===== src/rtl/smem_fill_ctrl_if.sv =====
// Bus bundle for smem_fill_ctrl: CPU store port, fill request and smem write port.
// Build option SMEM_FILL_ABORT_EN adds the abort request line.
interface smem_fill_ctrl_if #(
    parameter int unsigned CHAR_BITS = 2,
    parameter int unsigned ADDR_BITS = 11
);
    logic                 cpu_wr;
    logic [31:0]          cpu_addr;
    logic [31:0]          cpu_writedata;
    logic                 start;
    logic [CHAR_BITS-1:0] fill_char;
    logic [5:0]           x0;
    logic [5:0]           x1;
    logic [4:0]           y0;
    logic [4:0]           y1;
`ifdef SMEM_FILL_ABORT_EN
    logic                 abort;
`endif
    logic                 busy;
    logic                 done;
    logic                 smem_wr;
    logic [ADDR_BITS-1:0] smem_addr;
    logic [CHAR_BITS-1:0] smem_wdata;

    modport master (
        output cpu_wr, cpu_addr, cpu_writedata, start, fill_char, x0, x1, y0, y1,
`ifdef SMEM_FILL_ABORT_EN
        output abort,
`endif
        input  busy, done, smem_wr, smem_addr, smem_wdata
    );

    modport slave (
        input  cpu_wr, cpu_addr, cpu_writedata, start, fill_char, x0, x1, y0, y1,
`ifdef SMEM_FILL_ABORT_EN
        input  abort,
`endif
        output busy, done, smem_wr, smem_addr, smem_wdata
    );
endinterface


===== src/rtl/smem_fill_ctrl.sv =====
// Screen-memory write-port arbiter: CPU stores always win, rectangle-fill engine stalls.
// Build option SMEM_FILL_ABORT_EN enables abort of a running fill.
module smem_fill_ctrl #(
    parameter int unsigned COLS      = 40,
    parameter int unsigned ROWS      = 30,
    parameter int unsigned CHAR_BITS = 2,
    parameter int unsigned ADDR_BITS = $clog2(COLS * ROWS)
) (
    input  logic                 i_clk,
    input  logic                 i_rst_n,
    smem_fill_ctrl_if.slave      io_bus
);
    localparam int unsigned XW = 6;
    localparam int unsigned YW = 5;
    localparam logic [XW-1:0] X_MAX = XW'(COLS - 1);
    localparam logic [YW-1:0] Y_MAX = YW'(ROWS - 1);
    localparam logic [31:0]   COLS_V = COLS;

    localparam logic [1:0] S_IDLE = 2'd0;
    localparam logic [1:0] S_FILL = 2'd1;
    localparam logic [1:0] S_DONE = 2'd2;

    logic [1:0]           r_state;
    logic [XW-1:0]        r_x;
    logic [XW-1:0]        r_x0;
    logic [XW-1:0]        r_x1;
    logic [YW-1:0]        r_y;
    logic [YW-1:0]        r_y1;
    logic [ADDR_BITS-1:0] r_row_base;
    logic [CHAR_BITS-1:0] r_char;

    logic                 w_cpu_sel;
    logic                 w_abort;
    logic                 w_eng_wr;
    logic                 w_last;
    logic                 w_empty;
    logic [XW-1:0]        w_x1c;
    logic [YW-1:0]        w_y1c;
    logic [ADDR_BITS-1:0] w_row_base0;
    logic                 w_unused;

    // Constant multiply by COLS as a sum of shifted copies of y.
    function automatic logic [ADDR_BITS-1:0] mul_cols(input logic [YW-1:0] y);
        logic [ADDR_BITS-1:0] acc;
        acc = '0;
        for (int i = 0; i < 32; i++) begin
            if (COLS_V[i]) acc = acc + (ADDR_BITS'(y) << i);
        end
        return acc;
    endfunction

    assign w_cpu_sel   = io_bus.cpu_wr && (io_bus.cpu_addr[17:16] == 2'b10);
`ifdef SMEM_FILL_ABORT_EN
    assign w_abort     = io_bus.abort;
`else
    assign w_abort     = 1'b0;
`endif
    assign w_eng_wr    = (r_state == S_FILL) && !w_cpu_sel && !w_abort;
    assign w_last      = (r_x == r_x1) && (r_y == r_y1);
    assign w_x1c       = (io_bus.x1 > X_MAX) ? X_MAX : io_bus.x1;
    assign w_y1c       = (io_bus.y1 > Y_MAX) ? Y_MAX : io_bus.y1;
    assign w_empty     = (io_bus.x0 > w_x1c) || (io_bus.y0 > w_y1c);
    assign w_row_base0 = mul_cols(io_bus.y0);
    assign w_unused    = ^{io_bus.cpu_addr[31:18], io_bus.cpu_addr[15:ADDR_BITS+2],
                           io_bus.cpu_addr[1:0], io_bus.cpu_writedata[31:CHAR_BITS]};

    assign io_bus.busy = (r_state == S_FILL) || (r_state == S_DONE);
    assign io_bus.done = (r_state == S_DONE);

    always_comb begin
        io_bus.smem_wr    = w_eng_wr;
        io_bus.smem_addr  = r_row_base + ADDR_BITS'(r_x);
        io_bus.smem_wdata = r_char;
        if (w_cpu_sel) begin
            io_bus.smem_wr    = 1'b1;
            io_bus.smem_addr  = io_bus.cpu_addr[ADDR_BITS+1:2];
            io_bus.smem_wdata = io_bus.cpu_writedata[CHAR_BITS-1:0];
        end
    end

    always_ff @(posedge i_clk or negedge i_rst_n) begin
        if (!i_rst_n) begin
            r_state    <= S_IDLE;
            r_x        <= '0;
            r_x0       <= '0;
            r_x1       <= '0;
            r_y        <= '0;
            r_y1       <= '0;
            r_row_base <= '0;
            r_char     <= '0;
        end else begin
            case (r_state)
                S_IDLE: begin
                    if (io_bus.start) begin
                        r_x0       <= io_bus.x0;
                        r_x1       <= w_x1c;
                        r_y1       <= w_y1c;
                        r_x        <= io_bus.x0;
                        r_y        <= io_bus.y0;
                        r_row_base <= w_row_base0;
                        r_char     <= io_bus.fill_char;
                        r_state    <= w_empty ? S_DONE : S_FILL;
                    end
                end
                S_FILL: begin
                    if (w_abort) begin
                        r_state <= S_IDLE;
                    end else if (w_eng_wr) begin
                        // A stalled cycle leaves (x,y) untouched, so a CPU hit is re-filled.
                        if (r_x < r_x1) begin
                            r_x <= r_x + 1'b1;
                        end else begin
                            r_x        <= r_x0;
                            r_y        <= r_y + 1'b1;
                            r_row_base <= r_row_base + ADDR_BITS'(COLS);
                        end
                        if (w_last) r_state <= S_DONE;
                    end
                end
                S_DONE:  r_state <= S_IDLE;
                default: r_state <= S_IDLE;
            endcase
        end
    end
endmodule


===== src/flat_wrapper.sv =====
// flat-port wrapper written by rule: the top's interface ports become plain ports
module smem_fill_ctrl_flat 
#(
    parameter int unsigned COLS      = 40,
    parameter int unsigned ROWS      = 30,
    parameter int unsigned CHAR_BITS = 2,
    parameter int unsigned ADDR_BITS = $clog2(COLS * ROWS)
)
  (i_clk, i_rst_n, io_bus_cpu_wr, io_bus_cpu_addr, io_bus_cpu_writedata, io_bus_start, io_bus_fill_char, io_bus_x0, io_bus_x1, io_bus_y0, io_bus_y1, io_bus_busy, io_bus_done, io_bus_smem_wr, io_bus_smem_addr, io_bus_smem_wdata);
  smem_fill_ctrl_if #(.CHAR_BITS(CHAR_BITS), .ADDR_BITS(ADDR_BITS)) io_bus_i ();
  input  logic i_clk;
  input  logic i_rst_n;
  input wire logic [$bits(io_bus_i.cpu_wr)-1:0] io_bus_cpu_wr;
  input wire logic [$bits(io_bus_i.cpu_addr)-1:0] io_bus_cpu_addr;
  input wire logic [$bits(io_bus_i.cpu_writedata)-1:0] io_bus_cpu_writedata;
  input wire logic [$bits(io_bus_i.start)-1:0] io_bus_start;
  input wire logic [$bits(io_bus_i.fill_char)-1:0] io_bus_fill_char;
  input wire logic [$bits(io_bus_i.x0)-1:0] io_bus_x0;
  input wire logic [$bits(io_bus_i.x1)-1:0] io_bus_x1;
  input wire logic [$bits(io_bus_i.y0)-1:0] io_bus_y0;
  input wire logic [$bits(io_bus_i.y1)-1:0] io_bus_y1;
  output wire logic [$bits(io_bus_i.busy)-1:0] io_bus_busy;
  output wire logic [$bits(io_bus_i.done)-1:0] io_bus_done;
  output wire logic [$bits(io_bus_i.smem_wr)-1:0] io_bus_smem_wr;
  output wire logic [$bits(io_bus_i.smem_addr)-1:0] io_bus_smem_addr;
  output wire logic [$bits(io_bus_i.smem_wdata)-1:0] io_bus_smem_wdata;
  assign io_bus_i.cpu_wr = io_bus_cpu_wr;
  assign io_bus_i.cpu_addr = io_bus_cpu_addr;
  assign io_bus_i.cpu_writedata = io_bus_cpu_writedata;
  assign io_bus_i.start = io_bus_start;
  assign io_bus_i.fill_char = io_bus_fill_char;
  assign io_bus_i.x0 = io_bus_x0;
  assign io_bus_i.x1 = io_bus_x1;
  assign io_bus_i.y0 = io_bus_y0;
  assign io_bus_i.y1 = io_bus_y1;
  assign io_bus_busy = io_bus_i.busy;
  assign io_bus_done = io_bus_i.done;
  assign io_bus_smem_wr = io_bus_i.smem_wr;
  assign io_bus_smem_addr = io_bus_i.smem_addr;
  assign io_bus_smem_wdata = io_bus_i.smem_wdata;
  smem_fill_ctrl #(.COLS(COLS), .ROWS(ROWS), .CHAR_BITS(CHAR_BITS), .ADDR_BITS(ADDR_BITS)) u_core (.i_clk(i_clk), .i_rst_n(i_rst_n), .io_bus(io_bus_i));
endmodule

===== config.mk =====
export PLATFORM = sky130hd
export DESIGN_NAME = smem_fill_ctrl_flat
export DESIGN_NICKNAME = d
export VERILOG_FILES = /design/src/rtl/smem_fill_ctrl_if.sv /design/src/rtl/smem_fill_ctrl.sv /design/src/flat_wrapper.sv
export SDC_FILE = /design/constraint.sdc
export NUM_CORES = 1
export LEC_CHECK = 0
export ABC_AREA = 1
export ABC_CLOCK_PERIOD_IN_PS = 4200
export CORE_ASPECT_RATIO = 0.6
export CORE_UTILIZATION = 50
export DETAILED_ROUTE_END_ITERATION = 16
export GPL_TIMING_DRIVEN = 0
export PLACE_DENSITY = 0.87
export SYNTH_ARGS = -nofsm -noshare
export SYNTH_HDL_FRONTEND = slang
export SYNTH_SLANG_ARGS = --single-unit

===== constraint.sdc =====
create_clock -name i_clk -period 4.2 [get_ports i_clk]
set_input_delay 0.84 -clock i_clk [delete_from_list [all_inputs] [get_ports i_clk]]
set_output_delay 0.84 -clock i_clk [all_outputs]
set_load 0.02 [all_outputs]

==> results.ini <==
[floorplan]
die_area_um2 = 6770
die_w_um = 106
rows = 22
start_util_pct = 52.2
dieHeight_um = 64.1
num_io_pins = 108
core_area_um2 = 6170

[cts]
cts_tree = yes
postCtsSetupBuffers = 0
clockBufferDepth = 2
cts-resized-gates = 0
path_clk_slew_ns = 0.10
cts.hold.buffers_added = 0
cts.htree.levels = 2
clockRootBuffer = clkbuf_8
clock_sinks = 40
clk_latency_ns = 0.32
numCtsBuffers = 5

[worst_setup_path]
cp_top_family = buffers and inverters
arrival_ns = 3.07
crit_top_cell = nand2_1
worstPathCellList = clkdlybuf4s50_1 > nand2_1 > nor2_1 > buf_2 > clkbuf_1 > nand2_1 > nand2_1 > clkdlybuf4s50_1
required_ns = 3.36
r2r-end = u_core.r_row_base[9]
worstReg2RegStart = u_core.r_x[3]
crit_fanout = 10
cp_slowest_cell = clkdlybuf4s50_1
critPathMaxStageDelay_ns = 0.61
start_kind = primary input
critPathBufInv = 4
path_depth = 8
criticalPathCategory = in -> out
r2r_slack_ns = 2.14
rr_worst_depth = 10
cp-end-kind = output port

[yosys]
syn_avg_cell_area_um2 = 6.57
synth_common_cells = 175 x nand2_1, 73 x inv_1, 40 x dfrtp_1, 37 x nand3_1, 34 x nor2_1
syn-instance-count = 490
synth_area_um2 = 3220
netlist.area_leader.share_pct = 31.1
ys_seq_area_share_pct = 31.1
synth_nets = 612
synth_area_leaders = dfrtp_1 31%, nand2_1 20%, ha_1 11%
synth_ff_type = dfrtp_1
synth-edff-count = 0
yosysMostFrequentCell = nand2_1
synthArstFlopShare_pct = 100
yosysWarnings = 0
yosysUniqueCellTypes = 29
ys_ff_latch = 40
synth_top_area_cell = dfrtp_1

[detailed_routing]
drt-pass1-iter-count = 6
final_antenna_net_count = 0
viasPerCell = 5.35
vias = 3426
drc_errors = 0
wl_per_cell_um = 14.3
drt-initial-drc-count = 261
postRouteWirelength_um = 9120

[cells_and_area]
fillers = 564
layout-drive-gt1-share_pct = 5.58
areaGrowthSynthToFinish_pct = 24.9
instances_no_fill = 640
antennaDiodeCount = 0
multiInputGateArea_um2 = 1850
register_area_um2 = 1000
fin_nets = 677

[placement]
hpwl_um = 6970
place_inst = 632
io_buffers = 58
post-place-ws_ns = 0.309
gp_congestion = 0.928

[pwr]
comb_power_share_pct = 63.8
clockPowerShare_pct = 11.4
power.internal_mw = 1.54
peakVddDrop_v = 0.000460
p_per_area_nw_per_um2 = 761
power_switching_mw = 1.52
p_leak_nw = 2.14
p_seq_share_pct = 24.8
p_sw_share_pct = 49.8

[sta]
setup_slack_ns = 0.292
timing.fmax_mhz = 256
maxSlewViolCount = 0
worst_pin_slew_ns = 0.921
fin_setup_tns_ns = 0
slew_headroom_pct = 38.6
finalSetupViolations = 0
finalHoldViolations = 0
rsz0062_at_grt = no
finClkSkew_ns = 0.0192
fin_crit_ns = 3.91
fin_crit_sh_pct = 93.0

[job]
drv_cap = 0

[global_route]
grt_max_degree = 41
grt_busiest_layer = met2
met2_usage_pct = 45.3
antenna_found_initial = 0
use_met1_pct = 39.4
grt_first_pass_wirelength_um = 15200
met3_usage_pct = 6.94
grtUsageTotal_pct = 29.1
overflow = 0
grt_pass1_vias = 3231

[hold_path]
hold_class = reg -> reg
hold_end = u_core.r_x0[3]
whs_path_depth = 2
hp-start = u_core.r_x0[3]

[status]
outcome = finished clean

## layout make-up
cell class / count / share of cell area [%]
clock inverter: 2 / 0.965
clock buffer: 6 / 2.05
buffer: 14 / 1.96
sequential: 40 / 24.9
tap: 84 / 2.61
inverter: 76 / 7.10
timing repair buffer: 58 / 14.3
multi-input combinational: 360 / 46.1
## per-layer routing
| layer | wire, um | share of wire (%) |
|---|---|---|
| met2 | 3860 | 42 |
| met5 | 0 | 0 |
| met3 | 856 | 9.4 |
| met4 | 200 | 2.2 |
| met1 | 4200 | 46 |
## tightest hold or removal path, delay by kind of cell (launching register included)
kind	cells	cell delay, ns
flip-flops	1	0.36
AND/OR/NAND/NOR	1	0.05
AO/OA/AOI/OAI	1	0.06
## sequential cells by signal, summed over array words and instances, names as in the netlist
register and flops:
u_core.r_char 2, u_core.r_row_base 8, u_core.r_state 2, u_core.r_x 6
u_core.r_x0 6, u_core.r_x1 6, u_core.r_y 5, u_core.r_y1 5
## layout by cell type (no fill, tap or decap), drive strengths merged
master,netlist,final
clkbuf,6,12
clkinv,1,2
nand4,6,6
ha,29,29
clkdlybuf4s50,0,57
nor3,1,1
fa,1,1
o22ai,2,2
nand3,37,37
a21oi,15,15
o21ai,40,40
bufinv,0,1
or2,3,3
dfrtp,40,40
nand2,179,179
buf,8,9
inv,75,75
nor2,35,35
a21boi,6,6
xnor2,2,2
a21o,1,1
xor2,3,3
## power by group through the flow
stage	Clock [mW]	Sequential [mW]	Combinational [mW]
after global placement	0	0.747	1.82
after floorplan	0	0.706	1.34
after CTS	0.348	0.752	1.92
final	0.348	0.760	1.95
after global routing	0.371	0.781	2.16
after detailed placement	0	0.757	1.90
## worst max path at each step
stage,slack (ns),to,startpoint
after floorplan,1.59,io_bus_smem_addr[0],io_bus_cpu_wr
after global placement,0.36,io_bus_smem_addr[6],io_bus_cpu_wr
after detailed placement,0.31,io_bus_smem_addr[3],io_bus_cpu_wr
after CTS,0.30,io_bus_smem_addr[3],io_bus_cpu_addr[17]
after global routing,0.08,io_bus_smem_addr[6],io_bus_cpu_addr[17]
final,0.29,io_bus_smem_addr[3],io_bus_cpu_addr[17]
## through the flow
stage               total power [mW]  instance area, um^2  hold slack [ns]  util (%)
floorplan                       2.04                 3220            0.449         -
global placement                2.56                 3900            0.464      63.3
detailed placement              2.66                 3900            0.478      63.2
CTS                             3.02                 4020            0.500      65.2
global route                    3.31                 4020            0.529      65.2
finish                          3.06                 4020            0.496      65.2
## logic make-up (layout without fill, tap and decap cells)
| kind of cell | count (synthesis) | after routing | synth area share, % |
|---|---|---|---|
| AOI/OAI and AO/OA | 64 | 64 | 11.2 |
| xor gates and xnor gates | 5 | 5 | 1.36 |
| adders and majority gates | 30 | 30 | 11.9 |
| buffers and inverters | 90 | 156 | 11.3 |
| DFF | 40 | 40 | 31.1 |
| and+or+nand+nor | 261 | 261 | 33.2 |
No activity file was read; power rests on OpenSTA's default activity.
